$ cat src/rtl/stack_pkg.sv
// Shared definitions for the stack machine sequencer.
// Holds the opcode map, the sequencer state encoding and the
// instruction-length helper used to advance the program counter.
package stack_pkg;

    localparam logic [3:0] OP_PUSHC = 4'd0;
    localparam logic [3:0] OP_PUSHM = 4'd1;
    localparam logic [3:0] OP_POPM  = 4'd2;
    localparam logic [3:0] OP_ADD   = 4'd4;
    localparam logic [3:0] OP_SUB   = 4'd5;
    localparam logic [3:0] OP_MUL   = 4'd6;
    localparam logic [3:0] OP_DIV   = 4'd7;
    localparam logic [3:0] OP_JMP   = 4'd8;
    localparam logic [3:0] OP_JZ    = 4'd9;
    localparam logic [3:0] OP_HALT  = 4'd15;

    typedef enum logic [2:0] {
        StIdle,
        StFetch,
        StDecode,
        StOpnd,
        StExec,
        StWait,
        StHalt,
        StError
    } seq_state_e;

    // Number of instruction words occupied by an opcode.
    function automatic logic [1:0] instr_len(input logic [3:0] op);
        if (op == OP_PUSHC || op == OP_PUSHM || op == OP_POPM ||
            op == OP_JMP || op == OP_JZ) begin
            return 2'd2;
        end
        return 2'd1;
    endfunction

endpackage

$ cat src/rtl/seq_decoder.sv
// Combinational opcode classifier for the stack sequencer.
// Ports:
//   opcode        - instruction opcode (low nibble of the instruction word)
//   needs_operand - instruction has a second word (push/pop and jumps)
//   is_pp         - dispatched to the push/pop unit
//   is_alu        - dispatched to the ALU unit
//   is_jump       - JMP or JZ, handled inside the sequencer
//   is_halt       - HALT
//   illegal       - opcode not in the map
module seq_decoder
    import stack_pkg::*;
(
    input  logic [3:0] opcode,
    output logic       needs_operand,
    output logic       is_pp,
    output logic       is_alu,
    output logic       is_jump,
    output logic       is_halt,
    output logic       illegal
);

    always_comb begin
        needs_operand = 1'b0;
        is_pp         = 1'b0;
        is_alu        = 1'b0;
        is_jump       = 1'b0;
        is_halt       = 1'b0;
        illegal       = 1'b0;
        case (opcode)
            OP_PUSHC, OP_PUSHM, OP_POPM: begin
                needs_operand = 1'b1;
                is_pp         = 1'b1;
            end
            OP_ADD, OP_SUB, OP_MUL, OP_DIV: begin
                is_alu = 1'b1;
            end
            OP_JMP, OP_JZ: begin
                needs_operand = 1'b1;
                is_jump       = 1'b1;
            end
            OP_HALT: begin
                is_halt = 1'b1;
            end
            default: begin
                illegal = 1'b1;
            end
        endcase
    end

endmodule

$ cat src/rtl/stack_sequencer.sv
// Fetch/decode/dispatch controller for the stack machine.
// Fetches from an asynchronous-read instruction memory, dispatches push/pop
// and ALU work to the external units and waits for their fin pulse, and
// executes JMP/JZ/HALT itself. A unit that never answers within TIMEOUT
// cycles parks the sequencer in a sticky ERROR state.
// Ports:
//   clk, rstn            - clock, asynchronous active-low reset
//   start                - begin execution at pc=0 (IDLE/HALT only)
//   imem_addr/imem_data  - instruction memory address / same-cycle read data
//   stk_top              - top of stack, tested by JZ
//   pp_en/pp_fin         - push/pop unit enable pulse / completion pulse
//   alu_en/alu_fin       - ALU unit enable pulse / completion pulse
//   control_bus          - opcode for the units (registered)
//   addr_const           - operand for the units (registered)
//   pc                   - program counter
//   busy/halted/err      - status flags
//   instr_cnt            - saturating retired-instruction count
module stack_sequencer
    import stack_pkg::*;
#(
    parameter int unsigned ADDR_LEN = 8,
    parameter int unsigned DATA_LEN = 8,
    parameter int unsigned TIMEOUT  = 15
) (
    input  logic                clk,
    input  logic                rstn,
    input  logic                start,
    output logic [ADDR_LEN-1:0] imem_addr,
    input  logic [DATA_LEN-1:0] imem_data,
    input  logic [DATA_LEN-1:0] stk_top,
    output logic                pp_en,
    input  logic                pp_fin,
    output logic                alu_en,
    input  logic                alu_fin,
    output logic [3:0]          control_bus,
    output logic [DATA_LEN-1:0] addr_const,
    output logic [ADDR_LEN-1:0] pc,
    output logic                busy,
    output logic                halted,
    output logic                err,
    output logic [15:0]         instr_cnt
);

    localparam int unsigned CntW = $clog2(TIMEOUT + 1);

    seq_state_e          state_q, state_d;
    logic [3:0]          ir_q, ir_d;
    logic [ADDR_LEN-1:0] pc_q, pc_d;
    logic [3:0]          cb_q, cb_d;
    logic [DATA_LEN-1:0] ac_q, ac_d;
    logic [15:0]         icnt_q, icnt_d, icnt_inc;
    logic [CntW-1:0]     wcnt_q, wcnt_d;

    logic needs_operand, is_pp, is_alu, is_jump, is_halt, illegal;

    seq_decoder u_dec (
        .opcode        (ir_q),
        .needs_operand (needs_operand),
        .is_pp         (is_pp),
        .is_alu        (is_alu),
        .is_jump       (is_jump),
        .is_halt       (is_halt),
        .illegal       (illegal)
    );

    assign icnt_inc = (icnt_q == 16'hFFFF) ? icnt_q : icnt_q + 16'd1;

    always_comb begin
        state_d = state_q;
        ir_d    = ir_q;
        pc_d    = pc_q;
        cb_d    = cb_q;
        ac_d    = ac_q;
        icnt_d  = icnt_q;
        wcnt_d  = wcnt_q;
        unique case (state_q)
            StIdle, StHalt: begin
                if (start) begin
                    pc_d    = '0;
                    icnt_d  = '0;
                    state_d = StFetch;
                end
            end
            StFetch: begin
                ir_d    = imem_data[3:0];
                state_d = StDecode;
            end
            StDecode: begin
                if (illegal) begin
                    state_d = StError;
                end else if (is_halt) begin
                    icnt_d  = icnt_inc;
                    state_d = StHalt;
                end else if (needs_operand) begin
                    state_d = StOpnd;
                end else begin
                    // ALU ops carry no operand; bus values are valid alongside en.
                    cb_d    = ir_q;
                    ac_d    = '0;
                    state_d = StExec;
                end
            end
            StOpnd: begin
                if (is_jump) begin
                    icnt_d = icnt_inc;
                    if (ir_q == OP_JZ && stk_top != '0) begin
                        pc_d = pc_q + ADDR_LEN'(2);
                    end else begin
                        pc_d = ADDR_LEN'(imem_data);
                    end
                    state_d = StFetch;
                end else begin
                    cb_d    = ir_q;
                    ac_d    = imem_data;
                    state_d = StExec;
                end
            end
            StExec: begin
                wcnt_d  = '0;
                state_d = StWait;
            end
            StWait: begin
                // Only the unit that was dispatched may complete the instruction.
                if ((is_pp && pp_fin) || (is_alu && alu_fin)) begin
                    pc_d    = pc_q + ADDR_LEN'(instr_len(ir_q));
                    icnt_d  = icnt_inc;
                    state_d = StFetch;
                end else if (wcnt_q == CntW'(TIMEOUT - 1)) begin
                    state_d = StError;
                end else begin
                    wcnt_d = wcnt_q + CntW'(1);
                end
            end
            StError: begin
                state_d = StError;
            end
            default: begin
                state_d = StError;
            end
        endcase
    end

    always_ff @(posedge clk or negedge rstn) begin
        if (!rstn) begin
            state_q <= StIdle;
            ir_q    <= '0;
            pc_q    <= '0;
            cb_q    <= '0;
            ac_q    <= '0;
            icnt_q  <= '0;
            wcnt_q  <= '0;
        end else begin
            state_q <= state_d;
            ir_q    <= ir_d;
            pc_q    <= pc_d;
            cb_q    <= cb_d;
            ac_q    <= ac_d;
            icnt_q  <= icnt_d;
            wcnt_q  <= wcnt_d;
        end
    end

    assign imem_addr   = (state_q == StOpnd) ? pc_q + ADDR_LEN'(1) : pc_q;
    assign pp_en       = (state_q == StExec) && is_pp;
    assign alu_en      = (state_q == StExec) && is_alu;
    assign control_bus = cb_q;
    assign addr_const  = ac_q;
    assign pc          = pc_q;
    assign busy        = !(state_q == StIdle || state_q == StHalt || state_q == StError);
    assign halted      = (state_q == StHalt);
    assign err         = (state_q == StError);
    assign instr_cnt   = icnt_q;

endmodule

$ cat config.mk
export PLATFORM = sky130hd
export DESIGN_NAME = stack_sequencer
export DESIGN_NICKNAME = d
export VERILOG_FILES = /design/src/rtl/stack_pkg.sv /design/src/rtl/seq_decoder.sv /design/src/rtl/stack_sequencer.sv
export SDC_FILE = /design/constraint.sdc
export NUM_CORES = 1
export LEC_CHECK = 0
export ABC_AREA = 1
export CELL_PAD_IN_SITES_DETAIL_PLACEMENT = 1
export CELL_PAD_IN_SITES_GLOBAL_PLACEMENT = 2
export CORE_MARGIN = 2
export CORE_UTILIZATION = 30
export CTS_CLUSTER_DIAMETER = 120
export CTS_CLUSTER_SIZE = 14
export DETAILED_ROUTE_END_ITERATION = 7
export PLACE_DENSITY = 0.84
export SLEW_MARGIN = 20
export SYNTH_ARGS = -nofsm -noshare
export SYNTH_HDL_FRONTEND = slang
export SYNTH_SLANG_ARGS = --single-unit
$ cat constraint.sdc
create_clock -name clk -period 3.4 [get_ports clk]
set_input_delay 0.51 -clock clk [delete_from_list [all_inputs] [get_ports clk]]
set_output_delay 0.51 -clock clk [all_outputs]
set_load 0.01 [all_outputs]
* After elaboration in Yosys (flattened, before gate mapping) *
Index checks and enable logic that the tools add are counted.

cells by class
  add/subtract/negate cells = 5
  eq/ne operators = 29
  mux-type cells = 46
  reductions and logical operators = 31

operators by type and width
  kind                                                             count
  16-bit 2-to-1 mux                                                6
  8-bit 2-to-1 mux                                                 9
  16-bit case mux with 4 select lines                              1
  4-bit 2-to-1 mux                                                 6
  8-bit case mux with 3 select lines                               1
  3-bit 2-to-1 mux                                                 7
  3-bit case mux with 7 select lines                               1
  2-bit inequality test, second input constant                     10
  16-bit by 1-bit adder with 16-bit output, second input constant  1
  16-bit == test, second input constant                            1
  4-bit by 3-bit == test with 1-bit output, second input constant  4
  4-bit == test, second input constant                             4
  4-bit case mux with 2 select lines                               2
  8-bit case mux with 2 select lines                               1
  3-bit == test, second input constant                             4
  10-bit OR reduction                                              1
  8-bit by 1-bit adder with 8-bit output, second input constant    1
  8-bit by 2-bit adder with 8-bit output                           1
  8-bit by 2-bit adder with 8-bit output, second input constant    1
  1-bit 2-to-1 mux                                                 8
  2-bit 2-to-1 mux                                                 4
  8-bit nonzero test                                               1
  1-bit logical OR                                                 7
  3-bit by 2-bit == test with 1-bit output, second input constant  2
  21 further kinds                                                 27

storage, ports and cells
  register bits after elaboration = 47
  output and inout port bits = 49
  word-level logic and storage cells = 118

* Logic depth before layout (Yosys ltp) *
Gate-level depths: netlist (run 1).

  depth after elaboration = 14
  mapped depth = 13
  mapped depth without buffers = 13

* Cells and area by module *
From an unflattened synthesis (run 1), not the netlist that was laid out.

second synthesis, totals
  cell total of the unflattened synthesis = 509
  area, all modules = 3320.7 um2

modules (own cells, without submodules)
  module           instances  cells each  area an instance (um2)
  stack_sequencer  1          492         3253.1
  seq_decoder      1          17          67.6

* Least setup slack after synthesis (run 1) *
No wires, ideal clock.

  kind = register to output
  from = register state_q[0]
  to = output imem_addr[3]
  arrival = 1.462 ns
  required time = 2.890 ns
  path slack = 1.428 ns
  stages on the path, launching flop included = 8
  path buffers = 2
  path through = dfrtp_1 -> buf_2 -> nand2_1 -> nor2_2 -> inv_1 -> buf_2 -> nor2_1 -> mux2i_1

on the way
  word-level cells in the longest chain between the ends = 2

ends and longest elaborated chain
  element                                   RTL line                RTL
  from (decl)                               stack_sequencer.sv:46   seq_state_e state_q, state_d;
  from (signal assigned)                    stack_sequencer.sv:145  state_q <= StIdle;
  from (signal assigned)                    stack_sequencer.sv:153  state_q <= state_d;
  3-bit by 2-bit == test with 1-bit output  stack_sequencer.sv:163  assign imem_addr = (state_q == StOpnd) ? pc_q + ADDR_LEN'(1) : pc_q;
  8-bit 2-to-1 mux                          stack_sequencer.sv:163
  to (decl)                                 stack_sequencer.sv:28   output logic [ADDR_LEN-1:0] imem_addr,

Every way passes these cells.

* Final worst setup path (run 1) *
Ends and elaborated chain as after synthesis.

==> impl_metrics.json, run 1 <==
{
  "pin_count": 70,
  "drt-total-wl_um": 9780,
  "hpwl_um": 7560,
  "dieWidth_um": 107,
  "synthTopCellsByArea": "dfrtp_1, nand2_1, nand3_1",
  "cp-start-kind": "flop",
  "fmax_mhz": 341,
  "synth_cell_types": 35,
  "tns_ns": 0,
  "required_ns": 2.89,
  "synth_nets": 478,
  "stdcell_area_mm2": 0.00407,
  "clk_latency_ns": 0.31,
  "root_buffer": "clkbuf_8",
  "cts_resized": 0,
  "yosysMostFrequentCell": "nand2_1",
  "vdd_drop_max_uv": 154,
  "p_leak_nw": 1.89,
  "fin_crit_ns": 2.93,
  "row_count": 37,
  "p_per_area_mw_per_mm2": 260,
  "path_max_fanout": 11,
  "cts_sinks": 47,
  "antenna_found_initial": 0,
  "antenna_cells": 0,
  "routed_via_density": 4.88,
  "maxCapViolCount": 0,
  "grt_pass1_wl_um": 16300,
  "num_vias": 3187,
  "cts_htree_levels": 2,
  "yosys_warnings": 0,
  "wl_per_cell_um": 15.0,
  "ys_async_sr_fraction_pct": 100,
  "synth_cells": 450,
  "dieArea_mm2": 0.0114,
  "design.core.area_mm2": 0.0103,
  "ff2ff_setup_slack_ns": 0.92,
  "overflow": 0,
  "gp_congestion": 0.798,
  "synth_top_cell_by_area": "dfrtp_1",
  "clockBufferDepth": 2,
  "hp-class": "input port to asynchronous set/reset pin",
  "syn_area_mm2": 0.00316,
  "synth_top_area_share_pct": 37.3,
  "grt_max_degree": 32,
  "area_delta_synth_final_pct": 29.0,
  "synth-edff-count": 0,
  "dpl_cell_area_mm2": 0.00395,
  "cts_tree": "done",
  "crit_type": "flop to primary output",
  "ys_top_cells_by_count": "nand2_1, dfrtp_1, inv_1, nand3_1, nor2_1",
  "post_cts_buffers": 0,
  "drive_gt1_share_pct": 6.96,
  "finalHoldViolCount": 0,
  "status": "complete, no violations",
  "drtPass1Iterations": 4,
  "finalSetupViolCount": 0,
  "endpoint_kind": "primary output",
  "crit_arrival_ns": 2.42,
  "drtAntennaViolNets": 0,
  "die_h_um": 107,
  "track_usage_pct": 18.0,
  "skew_ns": 0.00985,
  "slew_violations": 0,
  "initial_core_util_pct": 30.7,
  "grt_pass1_vias": 3216,
  "relSlewSlack_pct": 48.4,
  "min_period_over_period_pct": 86.2,
  "rsz0062_at_grt": "false",
  "drt_iter0_drc": 79,
  "synth.avg_cell_area_um2": 7.02,
  "final_nets": 544,
  "cts_buffers": 5,
  "io_buffers": 69,
  "hold_buffers": 0,
  "synthFlopType": "dfrtp_1",
  "synth.ff_latch_count": 47,
  "worstMarginPinSlew_ns": 0.774,
  "synth-seq-area-share_pct": 37.3,
  "clkTransAtPathRegs_ns": 0.10,
  "drc": 0
}
## report_power, final
part / internal [mW] / switching, mW / leakage (nW)
logic: 0.0219 / 0.0213 / 1.26
clock network: 0.242 / 0.213 / 0.0618
registers: 0.559 / 0.00114 / 0.571
## worst paths after layout
path | from | endpoint | depth (start not counted)
max reg2reg | ir_q[3]$_DFFE_PN0P_ | pc[4]$_DFFE_PN0P_ | 13
min reg2reg | addr_const[1]$_DFFE_PN0P_ | addr_const[1]$_DFFE_PN0P_ | 2
min | rstn | pc[6]$_DFFE_PN0P_ | 1
min in group clk | addr_const[1]$_DFFE_PN0P_ | addr_const[1]$_DFFE_PN0P_ | 2
max in group asynchronous | rstn | control_bus[3]$_DFFE_PN0P_ | 2
max | state_q[0]$_DFFE_PN0P_ | imem_addr[3] | 6
## cell usage in the layout, fill, tap and decap left out, types with 4 or more instances in the layout
| cell | Yosys | final |
|---|---|---|
| o21ai_1 | 10 | 10 |
| nor3_1 | 10 | 10 |
| o31ai_1 | 4 | 4 |
| nor2_1 | 36 | 36 |
| nand4_1 | 10 | 10 |
| inv_2 | 5 | 5 |
| o21ai_2 | 9 | 9 |
| nand3_1 | 45 | 45 |
| o21ai_0 | 25 | 25 |
| a21oi_1 | 5 | 5 |
| clkbuf_8 | 0 | 6 |
| xor2_1 | 14 | 14 |
| dfrtp_1 | 47 | 47 |
| ha_1 | 6 | 6 |
| inv_1 | 45 | 45 |
| nand2_1 | 146 | 146 |
| clkdlybuf4s50_1 | 0 | 68 |
## metrics by stage
step | setup slack [ns] | util [%] | cells | power [mW] | hold slack, ns
after floorplan | 1.43 | - | 450 | 0.576 | 0.214
after global placement | 0.875 | 38.4 | 645 | 0.615 | 0.466
after detailed placement | 0.816 | 38.4 | 645 | 0.616 | 0.477
after CTS | 0.449 | 39.6 | 653 | 1.08 | 0.309
after global routing | 0.280 | 39.6 | 653 | 1.10 | 0.316
final | 0.469 | 39.6 | 653 | 1.06 | 0.272
## logic make-up after synthesis
logic type | synth area share, %
and+or+nand+nor | 35.4
buffers and inverters | 8.40
AOI/OAI and AO/OA | 11.2
DFF | 37.3
xor gates and xnor gates | 4.44
adders and majority gates | 3.01
muxes | 0.317
## registers in the layout, summed over array words and instances, names as in the netlist
register and cells:
instr_cnt 16, addr_const 8, pc 8, control_bus 4, ir_q 4, wcnt_q 4, state_q 3
## layout make-up
| class | count | area, µm² |
|---|---|---|
| tap | 136 | 170 |
| clock inverter | 2 | 38.8 |
| clock buffer | 6 | 82.6 |
| fill | 1323 | 6210 |
| sequential | 47 | 1180 |
| timing repair buffer | 71 | 701 |
| inverter | 50 | 188 |
| multi-input combinational | 341 | 1720 |
## per-layer routing
layer,up-vias,global-route usage [%],part of all wire [%]
met5,-,0,0
met4,0,3.06,0.71
met3,7,2.49,4.4
met2,62,29.3,46
met1,1533,25.8,49
li1,1585,-,-
## critical path: stages, from the launching register on
cell	delay [ns]
dfrtp_1	0.51
nand2_1	0.13
nor2_2	0.11
inv_1	0.18
nor2_1	0.41
mux2i_1	0.23
clkdlybuf4s50_1	0.55
Note: power is estimated with default switching activity, not from simulation.
==> run 2: changes to the inputs <==
--- a/config.mk
+++ b/config.mk
@@ -13,6 +13,7 @@
 export CTS_CLUSTER_DIAMETER = 120
 export CTS_CLUSTER_SIZE = 14
 export DETAILED_ROUTE_END_ITERATION = 7
+export HOLD_SLACK_MARGIN = 0.03
 export PLACE_DENSITY = 0.84
 export SLEW_MARGIN = 20
 export SYNTH_ARGS = -nofsm -noshare
==> results of run 2 <==
The final DEF is identical to that of run 1; final timing and power are the same.
==> run 3: changes to the inputs <==
--- a/config.mk
+++ b/config.mk
@@ -6,15 +6,13 @@
 export NUM_CORES = 1
 export LEC_CHECK = 0
 export ABC_AREA = 1
-export CELL_PAD_IN_SITES_DETAIL_PLACEMENT = 1
-export CELL_PAD_IN_SITES_GLOBAL_PLACEMENT = 2
-export CORE_MARGIN = 2
-export CORE_UTILIZATION = 30
+export CORE_MARGIN = 4
+export CORE_UTILIZATION = 40
 export CTS_CLUSTER_DIAMETER = 120
 export CTS_CLUSTER_SIZE = 14
 export DETAILED_ROUTE_END_ITERATION = 7
 export HOLD_SLACK_MARGIN = 0.03
-export PLACE_DENSITY = 0.84
+export PLACE_DENSITY = 0.64
 export SLEW_MARGIN = 20
 export SYNTH_ARGS = -nofsm -noshare
 export SYNTH_HDL_FRONTEND = slang
==> run 3 against run 2 <==
Via count is 2.6% lower. Sequential share of layout area is 0.58 points higher. Highest routed layer unchanged. Die area is 17% lower. Register-to-register slack better by 0.05 ns. Critical path type unchanged.
==> impl_metrics.json, run 3 (synthesis results as in run 1) <==
{
  "status": "complete, no violations",
  "drt-total-wl_um": 8190,
  "worstMarginPinSlew_ns": 0.639,
  "postLayoutSetupSlackWorst_ns": 0.470,
  "final_cells": 618,
  "hpwl_um": 6270,
  "drtAntennaViolNets": 0,
  "required_ns": 2.89,
  "min_period_over_period_pct": 86.2,
  "antenna_found_initial": 0,
  "mostFrequentLayoutCells": "nand2_1, clkdlybuf4s50_1, dfrtp_1, inv_1, nand3_1",
  "utilization_pct": 51.9,
  "drtPass1Iterations": 5,
  "relSlewSlack_pct": 57.4,
  "p_int_mw": 0.724,
  "seq_area_mm2": 0.00118,
  "finalSetupViolCount": 0,
  "pin_count": 70,
  "drc": 0,
  "vdd_drop_max_uv": 148,
  "n_fill_cell": 792,
  "cts_buffers": 5,
  "grt_pass1_vias": 2830,
  "routed_via_density": 5.02,
  "cp_top_family": "buffers and inverters",
  "dieWidth_um": 96.8,
  "root_buffer": "clkbuf_8",
  "cts_tree": "done",
  "crit_slowest_cell": "clkdlybuf4s50_1",
  "seq_power_share_pct": 58.9,
  "hp-class": "input port to asynchronous set/reset pin",
  "worstPathCellList": "nand2_1 > nor2_2 > inv_1 > nor2_1 > mux2i_1 > clkdlybuf4s50_1",
  "rsz0062_at_grt": "false",
  "final_nets": 543,
  "overflow": 0,
  "cts_resized": 0,
  "layout_commonest_cell": "nand2_1",
  "initial_core_util_pct": 41.1,
  "design.core.area_mm2": 0.00769,
  "crit_type": "flop to primary output",
  "hold_buffers": 0,
  "path_max_fanout": 11,
  "sw_frac_of_total_pct": 23.9,
  "dieArea_mm2": 0.00938,
  "post_cts_buffers": 0,
  "grt_max_degree": 48,
  "endpoint_kind": "primary output",
  "skew_ns": 0.00620,
  "dp.cells": 610,
  "cts_htree_levels": 2,
  "area_delta_synth_final_pct": 26.4,
  "fmax_mhz": 341,
  "drive_gt1_share_pct": 6.78,
  "num_vias": 3104,
  "clockBufferDepth": 2,
  "wl_per_cell_um": 13.3,
  "clkPwrFrac_pct": 36.8,
  "clkTransAtPathRegs_ns": 0.09,
  "crit_buf_inv": 2,
  "largest_reg_flops": 16,
  "gp_congestion": 0.888,
  "crit_arrival_ns": 2.42,
  "row_count": 32,
  "cp-start-kind": "flop",
  "p_comb_share_pct": 4.3,
  "grt_pass1_wl_um": 14100,
  "drt_iter0_drc": 148,
  "die_h_um": 96.8,
  "fin_crit_ns": 2.93,
  "io_buffers": 69,
  "maxCapViolCount": 0,
  "p_sw_mw": 0.227,
  "tns_ns": 0,
  "finalHoldViolCount": 0,
  "clk_latency_ns": 0.30,
  "pre_cts_ws_ns": 0.758,
  "antenna_cells": 0,
  "cpPeakStageDelay_ns": 0.55,
  "slew_violations": 0,
  "multi_input_area_mm2": 0.00172,
  "p_leak_nw": 1.86,
  "p_per_area_mw_per_mm2": 238,
  "track_usage_pct": 17.9,
  "cts_sinks": 47
}
==> run 3: cell types whose count changed in the layout (fill, tap and decap cells not counted) <==
cell        delta
buf_2          -1
bufinv_16      -1
clkbuf_8       -1
clkinv_2       +1
clkinvlp_4     +2
inv_6          -1
==> run 3: power by group through the flow <==
stage	Sequential [mW]	Clock, mW	Combinational [mW]
after global routing	0.561	0.381	0.0463
after detailed placement	0.571	0	0.0420
final	0.560	0.350	0.0410
after CTS	0.560	0.359	0.0422
after global placement	0.571	0	0.0413
after floorplan	0.571	0	0.00509
==> run 3: final timing paths <==
kind | start | end | slack (ns) | depth (start not counted)
hold / removal | rstn | addr_const[7]$_DFFE_PN0P_ | 0.22 | 1
min in group clk | addr_const[6]$_DFFE_PN0P_ | addr_const[6]$_DFFE_PN0P_ | 0.50 | 2
setup reg to reg | ir_q[3]$_DFFE_PN0P_ | pc[4]$_DFFE_PN0P_ | 0.97 | 13
hold reg to reg | addr_const[6]$_DFFE_PN0P_ | addr_const[6]$_DFFE_PN0P_ | 0.50 | 2
setup / recovery | state_q[0]$_DFFE_PN0P_ | imem_addr[3] | 0.47 | 6
max in group asynchronous | rstn | instr_cnt[9]$_DFFE_PN0P_ | 2.76 | 1
==> run 3: layout make-up <==
class,instances,share of cell area (%)
clock buffers,5,1.72
clock inverters,3,0.502
inverters,50,4.70
multi-input cells,341,43.0
flip-flops and latches,47,29.5
well taps,102,3.20
repair buffers,70,17.4
==> run 3: worst reg2reg max path, delay by kind of cell, from the launching register on <==
family                   cells  cell delay [ns]
AO/OA/AOI/OAI                4             0.49
adder cells (fa/ha/maj)      1             0.41
buffers and inverters        3             0.42
flip-flops                   1             0.47
AND/OR/NAND/NOR              5             0.58
==> run 3: routing by layer <==
| metal | GRT usage, % | up-vias | share of wire (%) |
|---|---|---|---|
| li1 | - | 1584 | - |
| met1 | 26.2 | 1436 | 48 |
| met2 | 28.1 | 76 | 46 |
| met3 | 3.03 | 8 | 5.0 |
| met4 | 3.24 | 0 | 0.79 |
| met5 | 0 | - | 0 |
==> run 3: stage by stage <==
stage                     power, mW  area (µm²)  hold slack (ns)
final                         0.951        3990            0.218
after global routing          0.988        3990            0.263
after CTS                     0.962        3990            0.458
after detailed placement      0.613        3900            0.473
after global placement        0.613        3900            0.474
after floorplan               0.576        3160            0.214
